===== src/rtl/fetch_decode_ctrl.sv =====
// rtl/fetch_decode_ctrl.sv - multi-cycle fetch/decode sequencer driving the regfile/ALU/data-RAM datapath
// Fetches from a synchronous ROM into IR and sequences lw/sw/halt control strobes.
module fetch_decode_ctrl #(
   parameter int PC_W  = 6,
   parameter int CNT_W = 16
) (
   input  logic             clk,
   input  logic             Reset,
   input  logic [31:0]      imem_data,
   output logic [PC_W-1:0]  imem_addr,
   output logic             Write_Reg,
   output logic             Mem_Write,
   output logic [2:0]       ALU_OP,
   output logic [15:0]      offset,
   output logic [4:0]       RS,
   output logic [4:0]       RT,
   output logic [4:0]       W_Addr,
   output logic             halted,
   output logic             illegal,
   output logic [CNT_W-1:0] retired
);

   localparam logic [2:0] S_FETCH  = 3'd0;
   localparam logic [2:0] S_IR_LD  = 3'd1;
   localparam logic [2:0] S_DECODE = 3'd2;
   localparam logic [2:0] S_EXEC   = 3'd3;
   localparam logic [2:0] S_MEM    = 3'd4;
   localparam logic [2:0] S_WB     = 3'd5;
   localparam logic [2:0] S_HALT   = 3'd6;

   localparam logic [5:0] OP_LW   = 6'b100011;
   localparam logic [5:0] OP_SW   = 6'b101011;
   localparam logic [5:0] OP_HALT = 6'b111111;

   localparam logic [PC_W-1:0]  PC_ONE  = 1;
   localparam logic [CNT_W-1:0] CNT_ONE = 1;

   logic [2:0]       r_state;
   logic [PC_W-1:0]  r_pc;
   logic [31:0]      r_ir;
   logic [CNT_W-1:0] r_retired;
   logic             r_illegal;
   logic [5:0]       w_opcode;

   assign w_opcode = r_ir[31:26];

   always_ff @(posedge clk) begin
      if (Reset) begin
         r_state   <= S_FETCH;
         r_pc      <= '0;
         r_ir      <= '0;
         r_retired <= '0;
         r_illegal <= 1'b0;
      end else begin
         case (r_state)
            S_FETCH: r_state <= S_IR_LD;
            S_IR_LD: begin
               r_ir    <= imem_data;
               r_pc    <= r_pc + PC_ONE;
               r_state <= S_DECODE;
            end
            S_DECODE: begin
               case (w_opcode)
                  OP_LW, OP_SW: r_state <= S_EXEC;
                  OP_HALT:      r_state <= S_HALT;
                  default: begin
                     // Only the all-zero word is a nop; anything else lands here as illegal.
                     if (r_ir != 32'd0)
                        r_illegal <= 1'b1;
                     r_state <= S_FETCH;
                  end
               endcase
            end
            S_EXEC: r_state <= S_MEM;
            S_MEM: begin
               if (w_opcode == OP_SW) begin
                  r_retired <= r_retired + CNT_ONE;
                  r_state   <= S_FETCH;
               end else begin
                  r_state <= S_WB;
               end
            end
            S_WB: begin
               r_retired <= r_retired + CNT_ONE;
               r_state   <= S_FETCH;
            end
            S_HALT:  r_state <= S_HALT;
            default: r_state <= S_FETCH;
         endcase
      end
   end

   assign imem_addr = r_pc;
   assign ALU_OP    = 3'd4;
   assign offset    = r_ir[15:0];
   assign RS        = r_ir[25:21];
   assign RT        = r_ir[20:16];
   assign W_Addr    = r_ir[20:16];
   assign Write_Reg = (r_state == S_WB) && (r_ir[20:16] != 5'd0);
   assign Mem_Write = (r_state == S_MEM) && (w_opcode == OP_SW);
   // A decoded halt is reported from its DECODE cycle, one cycle before the HALT state proper.
   assign halted    = (r_state == S_HALT) || ((r_state == S_DECODE) && (w_opcode == OP_HALT));
   assign illegal   = r_illegal;
   assign retired   = r_retired;

endmodule


===== config.mk =====
export PLATFORM = sky130hd
export DESIGN_NAME = fetch_decode_ctrl
export DESIGN_NICKNAME = d
export VERILOG_FILES = /design/src/rtl/fetch_decode_ctrl.sv
export SDC_FILE = /design/constraint.sdc
export NUM_CORES = 1
export LEC_CHECK = 0
export ABC_CLOCK_PERIOD_IN_PS = 5100
export CORE_AREA = 2 2 79 81
export CTS_BUF_LIST = sky130_fd_sc_hd__clkbuf_4 sky130_fd_sc_hd__clkbuf_8 sky130_fd_sc_hd__clkbuf_16
export DETAILED_ROUTE_END_ITERATION = 6
export DIE_AREA = 0 0 81 83
export PLACE_DENSITY = 0.88
export SYNTH_ARGS = -nofsm -noshare
export SYNTH_HDL_FRONTEND = slang
export SYNTH_SLANG_ARGS = --single-unit

===== constraint.sdc =====
create_clock -name clk -period 5.1 [get_ports clk]
set_clock_uncertainty 0.2 [all_clocks]
set_input_delay 0.51 -clock clk [delete_from_list [all_inputs] [get_ports clk]]
set_output_delay 0.51 -clock clk [all_outputs]
set_load 0.05 [all_outputs]

## Yosys cells after proc, flatten, opt, wreduce, memory -nomap -nowiden

Index checks and enable logic that the tools add are counted.

| word-level totals | value |
|---|---|
| bits in registers | 58 |
| latch bits | 0 |
| bits in writable memories | 0 |
| ROM bits | 0 |
| input bits | 34 |
| output and inout bits | 60 |
| logic and storage cells | 35 |
| memories kept | 0 |

| cells by class | value |
|---|---|
| $add $sub $neg | 2 |
| multiply operators | 0 |
| div/mod/pow operators | 0 |
| magnitude comparators | 0 |
| equality and inequality tests | 10 |
| shift operators | 0 |
| muxes and demuxes | 5 |
| bitwise gates (word level) | 1 |
| reduce and logical (&&, ||, !) cells | 12 |

Operator list:

| kind | number |
|---|---|
| one-hot mux 16 bit (2 select lines) | 1 |
| nonzero test 32 bit | 1 |
| == test 6 bit, second input constant | 3 |
| one-hot mux 3 bit (6 select lines) | 1 |
| adder 16 x 1 -> 16 bit, second input constant | 1 |
| 2-to-1 mux 16 bit | 1 |
| == test 3 bit, second input constant | 3 |
| adder 6 x 1 -> 6 bit, second input constant | 1 |
| == test 3 x 2 -> 1 bit, second input constant | 2 |
| one-hot mux 3 bit (2 select lines) | 1 |
| nonzero test 5 bit | 1 |
| == test 3 x 1 -> 1 bit, second input constant | 1 |
| logical AND 1 bit | 3 |
| zero test 3 bit | 1 |
| 2-to-1 mux 3 bit | 1 |
| AND reduction 3 bit | 1 |
| OR reduction 3 bit | 1 |
| != test 2 x 1 -> 1 bit, second input constant | 1 |
| AND reduction 2 bit | 1 |
| nonzero test 2 bit | 1 |
| OR reduction 2 bit | 1 |
| logical OR 1 bit | 1 |
| NOT 1 bit | 1 |

## Depth between registers and ports, before layout

Gate-level depths: netlist of run 1.

| logic depth | value |
|---|---|
| depth in word-level cells | 4 |
| gate-level depth with buffers | 6 |
| depth with buffers taken out | 5 |

## Worst setup path after synthesis of run 1

No wires, ideal clock.

| timing path | value |
|---|---|
| path kind | reg-to-output |
| start | register r_ir[27] |
| end | output port Mem_Write |
| data arrival time | 1.835 ns |
| data required time | 4.390 ns |
| setup slack | 2.555 ns |
| cell stages (with the launch flop) | 5 |
| buffers on the path | 0 |
| cells stage by stage | dfxtp_1 > and3_1 > and2_1 > nand2_1 > nor3_1 |

| on the way | value |
|---|---|
| longest elaborated chain between the ends | 2 |

RTL lines:

| element | RTL line | text |
|---|---|---|
| start: declaration | 40 | `logic [31:0] r_ir;` |
| start signal: assignment | 58 | `r_ir <= imem_data;` |
| == test 6 bit | 100 | `assign Mem_Write = (r_state == S_MEM) && (w_opcode == OP_SW);` |
| logical AND 1 bit | 100 |  |
| end: declaration | 12 | `output logic Mem_Write,` |

No other way between the ends.

## Worst setup path after layout of run 1

| timing path | value |
|---|---|
| start | register r_ir[26] |
| end | output port Mem_Write |

Same word-level chain as after synthesis.

==> flow_summary.toml, run 1 <==
[critical_path]
r2r-end = "retired[14]"
cp.required_ns = 4.39
reg2reg_depth = 4
critPathMaxFanout = 5
r2r_slack_ns = 2.97
crit_arrival_ns = 2.30
cp-end-kind = "output pin"
r2r_start = "r_ir[26]"
crit_start = "r_ir[26]"
critPathLaunchType = "register"
path_class = "reg2out"
critical_path.endpoint = "Mem_Write"

[yosys]
ys.flop_type = "dfxtp_1"
netlist_area_sq_um = 2768
synthCells = 340
synth-edff-count = 0
ys_seq_elements = 58
synthSimpleGateAreaFrac_pct = 25.05
syn_avg_cell_area_sq_um = 8.140
synth_top_area_share_pct = 41.95
synth_top_cell_by_area = "dfxtp_1"
synthDistinctLibCells = 42
ys_top_cells_by_area = "dfxtp_1, nand2_1, buf_4"
synthAdderAreaFrac_pct = 0.9042
ys_seq_area_share_pct = 41.95
synth_compound_area_share_pct = 15.82
async_flop_share_pct = 0
yosysMostFrequentCell = "nand2_1"
synthMuxAreaShare_pct = 0.3617
synthXorXnorAreaFrac_pct = 1.899
synth_top_family_by_area = "simple AND/OR/NAND/NOR gates"
yosys-top-cells-count = "nand2_1, dfxtp_1, a21oi_1"
yosysWarnings = 0

[place]
dp_hpwl_mm = 4.724
portBuffers = 90
globalplace.congestion = 0.8330

[clocking]
post_cts_buffers = 0
clk_pin_slew_ns = 0.06
clkSinkCount = 58
h-tree-depth = 3
clock_latency_ns = 0.32
cts_root_buffer = "clkbuf_8"
cts_buffer_depth = 2
cts_resized = 0
hold_buffers = 0
cts_buffers = 9
cts_tree = "built"

[sta]
drv_slew = 0
slew_headroom_pct = 30.69
tns_ns = 0
clock.fmax_mhz = 332.6
period_share_pct = 58.95
tightestPinTransition_ns = 1.040
rsz0062_at_grt = "no"
min_period_ns = 3.006
hold_viol_final = 0
setup_viol = 0

[die]
fp-row-count = 28
pin_count = 94
die_h_um = 83
coreArea_sq_um = 5816
start_util_pct = 47.59
die_area_sq_um = 6723
die_x_um = 81

[route]
vias = 2503
avgViaCountPerCell = 5.348
drcViolationCount = 0
wire_per_inst_um = 14.25
firstDrtPassIters = 4
ant_nets = 0
drt_iter0_drc = 123
totalWireLength_mm = 6.671

[pwr]
finalPower_mw = 1.085
vdd_drop_max_mv = 0.1563
powerDensity_nw_per_um2 = 303.5
leakagePower_nw = 1.230

[final_layout]
multi_input_area_sq_um = 1235
area.growth.synth_to_final_pct = 29.16
antenna-diode-count = 0
fin_nets = 427
final_core_util_pct = 61.47
n_fill_cell = 541
layout-drive-gt1-share_pct = 5.598
register_area_sq_um = 1161

[global_routing]
grtUsageTotal_pct = 20.21
antenna_found_initial = 0
gr-total-overflow = 0
grt_max_degree = 60
grt_first_pass_wirelength_mm = 10.66
grt_pass1_vias = 2294

[status]
outcome = "finished, final reports clean"

[run]
cap_violations = 0

[worst_hold_path]
hp-class = "reg2reg"
[kinds of logic after synthesis]
family          count (synthesis)
simple gates                  143
compound gates                 73
flops                          58
buf+inv                        55
xor+xnor                        6
fa+ha+maj                       2
other cells                     2
mux                             1
[critical path, cell delays in order (launching register included)]
cell and delay, ns:
dfxtp_1 0.39, and3_1 0.26, and2_1 0.19, nand2_1 0.06, nor3_1 0.21, clkdlybuf4s50_1 0.85
[per-stage QoR]
step / worst slack [ns] / instance area [sq um] / std cells / hold WS (ns)
4_1_cts: 2.109 / 3575 / 468 / 0.2746
3_3_place_gp: 2.487 / 3408 / 455 / 0.2602
6_report: 2.094 / 3575 / 468 / 0.2695
5_1_grt: 1.964 / 3575 / 468 / 0.2958
3_5_place_dp: 2.462 / 3408 / 455 / 0.2641
2_1_floorplan: 2.555 / 2771 / 341 / 0.2475
[power by group]
part           total [mW]  switching, mW  internal [mW]  leakage, nW
registers           0.498         0.0224          0.476        0.472
logic               0.222          0.141         0.0808        0.669
clock network       0.365          0.159          0.206       0.0883
total                1.08          0.323          0.762         1.23
[how the worst min path moves through the flow]
stage	from	endpoint	slack, ns	cells after the start
final	r_ir[5]	r_ir[5]	0.27	2
after global routing	r_ir[7]	r_ir[7]	0.30	2
after CTS	r_ir[5]	r_ir[5]	0.27	2
after detailed placement	r_ir[14]	r_ir[14]	0.26	2
after global placement	r_ir[9]	r_ir[9]	0.26	2
after floorplan	r_ir[0]	r_ir[0]	0.25	2
[metal layers]
layer  vias to the layer above  global-route usage [%]  share of wire [%]
li1                       1243                       -                  -
met1                      1166                   25.00                 41
met2                        81                   33.06                 51
met3                        13                   3.804                5.8
met4                         0                   10.02                2.6
met5                         -                       0                  0
[area by class of cell]
class | count | area share, %
multi-input cells | 228 | 34.55
inverters | 2 | 0.2100
repair buffers | 92 | 25.48
clock buffers | 13 | 4.655
flip-flops and latches | 58 | 32.48
well taps | 75 | 2.625
[layout by cell type, fill, tap and decap left out, types with 2 or more instances in the layout]
master           count
xnor2_1              2
a31oi_1              2
nand4_1              5
nand3_1              3
a21oi_1             50
nand3b_1             4
or4_1               11
nor3_1               4
nor4_1               7
ha_1                 2
dfxtp_1             58
clkdlybuf4s50_1     89
inv_1                2
nand2_1             81
o31ai_1             11
clkbuf_8            11
and2_1               3
nor2_1              10
clkbuf_4             2
o21ai_0              3
conb_1               3
buf_4                2
and3_1               7
xor2_1               4
[registers in the layout (all words and copies together) (netlist names)]
register and count:
illegal 1, imem_addr 6, r_ir 32, r_state 3, retired 16
Note: power is estimated with default switching activity, not from simulation.
==> inputs of run 2 (changes only) <==
- ABC_CLOCK_PERIOD_IN_PS: 5100 -> 2900
- CORE_AREA: 2 2 79 81 -> 2 2 82 84
- DIE_AREA: 0 0 81 83 -> 0 0 84 86
- PLACE_DENSITY: 0.88 -> 0.82
- clock period: 5.1 -> 2.9 ns (I/O delays scaled with it)
==> run 2 against run 1 <==
Effect of this change:
- design area rose by 2.8%
- worst hold slack got worse by 0.081 ns
- sequential cell count did not move
- count of clock-buffer cells in the layout fell by 1
- wire length rose by 1.8%
- critical endpoint unchanged
- largest cell class unchanged
- highest routed layer unchanged
==> flow_summary.toml, run 2 (same netlist as run 1, synthesis figures left out) <==
[final_layout]
area.growth.synth_to_final_pct = 32.82
final_cell_mix = "clkdlybuf4s50_1, nand2_1, dfxtp_1"
final_core_util_pct = 58.56
layout-drive-gt1-share_pct = 6.784
antenna-diode-count = 0
post-route-cell-area_sq_um = 3676
n_fill_cell = 563
fin_nets = 429
mostFrequentLayoutCell = "clkdlybuf4s50_1"
largest_register_ffs = 32
largest_register = "r_ir"

[run]
cap_violations = 0

[sta]
min_period_ns = 2.732
rsz0062_at_grt = "no"
slew_headroom_pct = 31.43
clock.fmax_mhz = 366.0
timing.hold.ws_ns = 0.1884
tns_ns = 0
hold_viol_final = 0
drv_slew = 0
setup_viol = 0
tightestPinTransition_ns = 1.025
period_share_pct = 94.22

[clocking]
cts_buffer_depth = 2
cts_resized = 0
hold_buffers = 0
cts_tree = "built"
post_cts_buffers = 0
clock_latency_ns = 0.33
clk_pin_slew_ns = 0.07
h-tree-depth = 3
cts_buffers = 9
cts_root_buffer = "clkbuf_8"
clkSinkCount = 58

[place]
portBuffers = 90
globalplace.congestion = 0.8661
placed_cell_area_sq_um = 3438
dp_hpwl_mm = 4.800

[pwr]
clkPwrFrac_pct = 40.6
p_comb_share_pct = 18.5
finalPower_mw = 2.147
leakagePower_nw = 1.275
vdd_drop_max_mv = 0.3751
internal_power_mw = 1.537
powerDensity_nw_per_um2 = 584.1
power.switching_mw = 0.6099
p_sw_share_pct = 28.41
seqPwrFrac_pct = 40.8

[die]
die_x_um = 84
start_util_pct = 44.09
fp-row-count = 29
die_area_sq_um = 7224
pin_count = 94
coreArea_sq_um = 6277
die_h_um = 86

[critical_path]
critPathMaxFanout = 5
cp-end-kind = "output pin"
cp.required_ns = 2.41
path_class = "reg2out"
critPathLaunchType = "register"
crit_arrival_ns = 2.24
r2r_slack_ns = 0.80

[route]
ant_nets = 0
drt_iter0_drc = 157
vias = 2500
firstDrtPassIters = 6
wire_per_inst_um = 14.30
avgViaCountPerCell = 5.263
totalWireLength_mm = 6.794
drcViolationCount = 0

[worst_hold_path]
hp-class = "in2reg"

[global_routing]
grt_first_pass_wirelength_mm = 10.77
grtUsageTotal_pct = 18.54
antenna_found_initial = 0
grt_max_degree = 37
grt_pass1_vias = 2233
gr-total-overflow = 0

[status]
outcome = "finished, final reports clean"
run 2: cell types whose count changed in the layout (fill, tap and decap cells not counted), sizes merged:
cell	previous run	this run
buf	3	5
bufinv	0	2
clkbuf	13	12
clkinv	0	1
clkinvlp	0	1
run 2: cell type report:
| cell class | count | area (sq um) | area share, % |
|---|---|---|---|
| clock buffers | 12 | 165.2 | 4.493 |
| clock inverters | 4 | 72.57 | 1.974 |
| inverters | 2 | 7.507 | 0.2042 |
| multi-input cells | 228 | 1235 | 33.59 |
| flip-flops and latches | 58 | 1161 | 31.59 |
| well taps | 77 | 96.34 | 2.621 |
| repair buffers | 94 | 938.4 | 25.53 |
run 2: layer usage:
layer	vias up	share of wire [%]	track usage [%]	wire, um
li1	1249	-	-	-
met1	1153	45	23.97	3086
met2	87	48	29.67	3236
met3	11	5.0	4.524	340
met4	0	1.9	7.918	130
met5	-	0	0	0
run 2: final timing paths:
| kind | from | to | cells after the start |
|---|---|---|---|
| worst min-delay path | Reset | imem_addr[5] | 2 |
| worst min register to register | r_ir[7] | r_ir[7] | 2 |
| worst max-delay path | r_ir[31] | Mem_Write | 5 |
| worst max register to register | r_ir[31] | retired[9] | 4 |
run 2: power groups by stage:
stage                     combinational [mW]  sequential [mW]  clock (mW)
after floorplan                        0.294            0.895           0
after global placement                 0.394            0.891           0
after detailed placement               0.399            0.893           0
after CTS                              0.400            0.875       0.883
after global routing                   0.425            0.881       0.933
final                                  0.398            0.876       0.873
run 2: critical path: stages (launching register included):
cell and delay (ns):
dfxtp_1 0.38, and3_1 0.26, and2_1 0.18, nand2_1 0.06, nor3_1 0.19, clkdlybuf4s50_1 0.84
run 2: stage by stage:
| stage | instances | setup WS [ns] |
|---|---|---|
| floorplan | 341 | 0.5750 |
| global placement | 459 | 0.5099 |
| detailed placement | 459 | 0.5065 |
| CTS | 475 | 0.1431 |
| global route | 475 | 0.02587 |
| finish | 475 | 0.1677 |
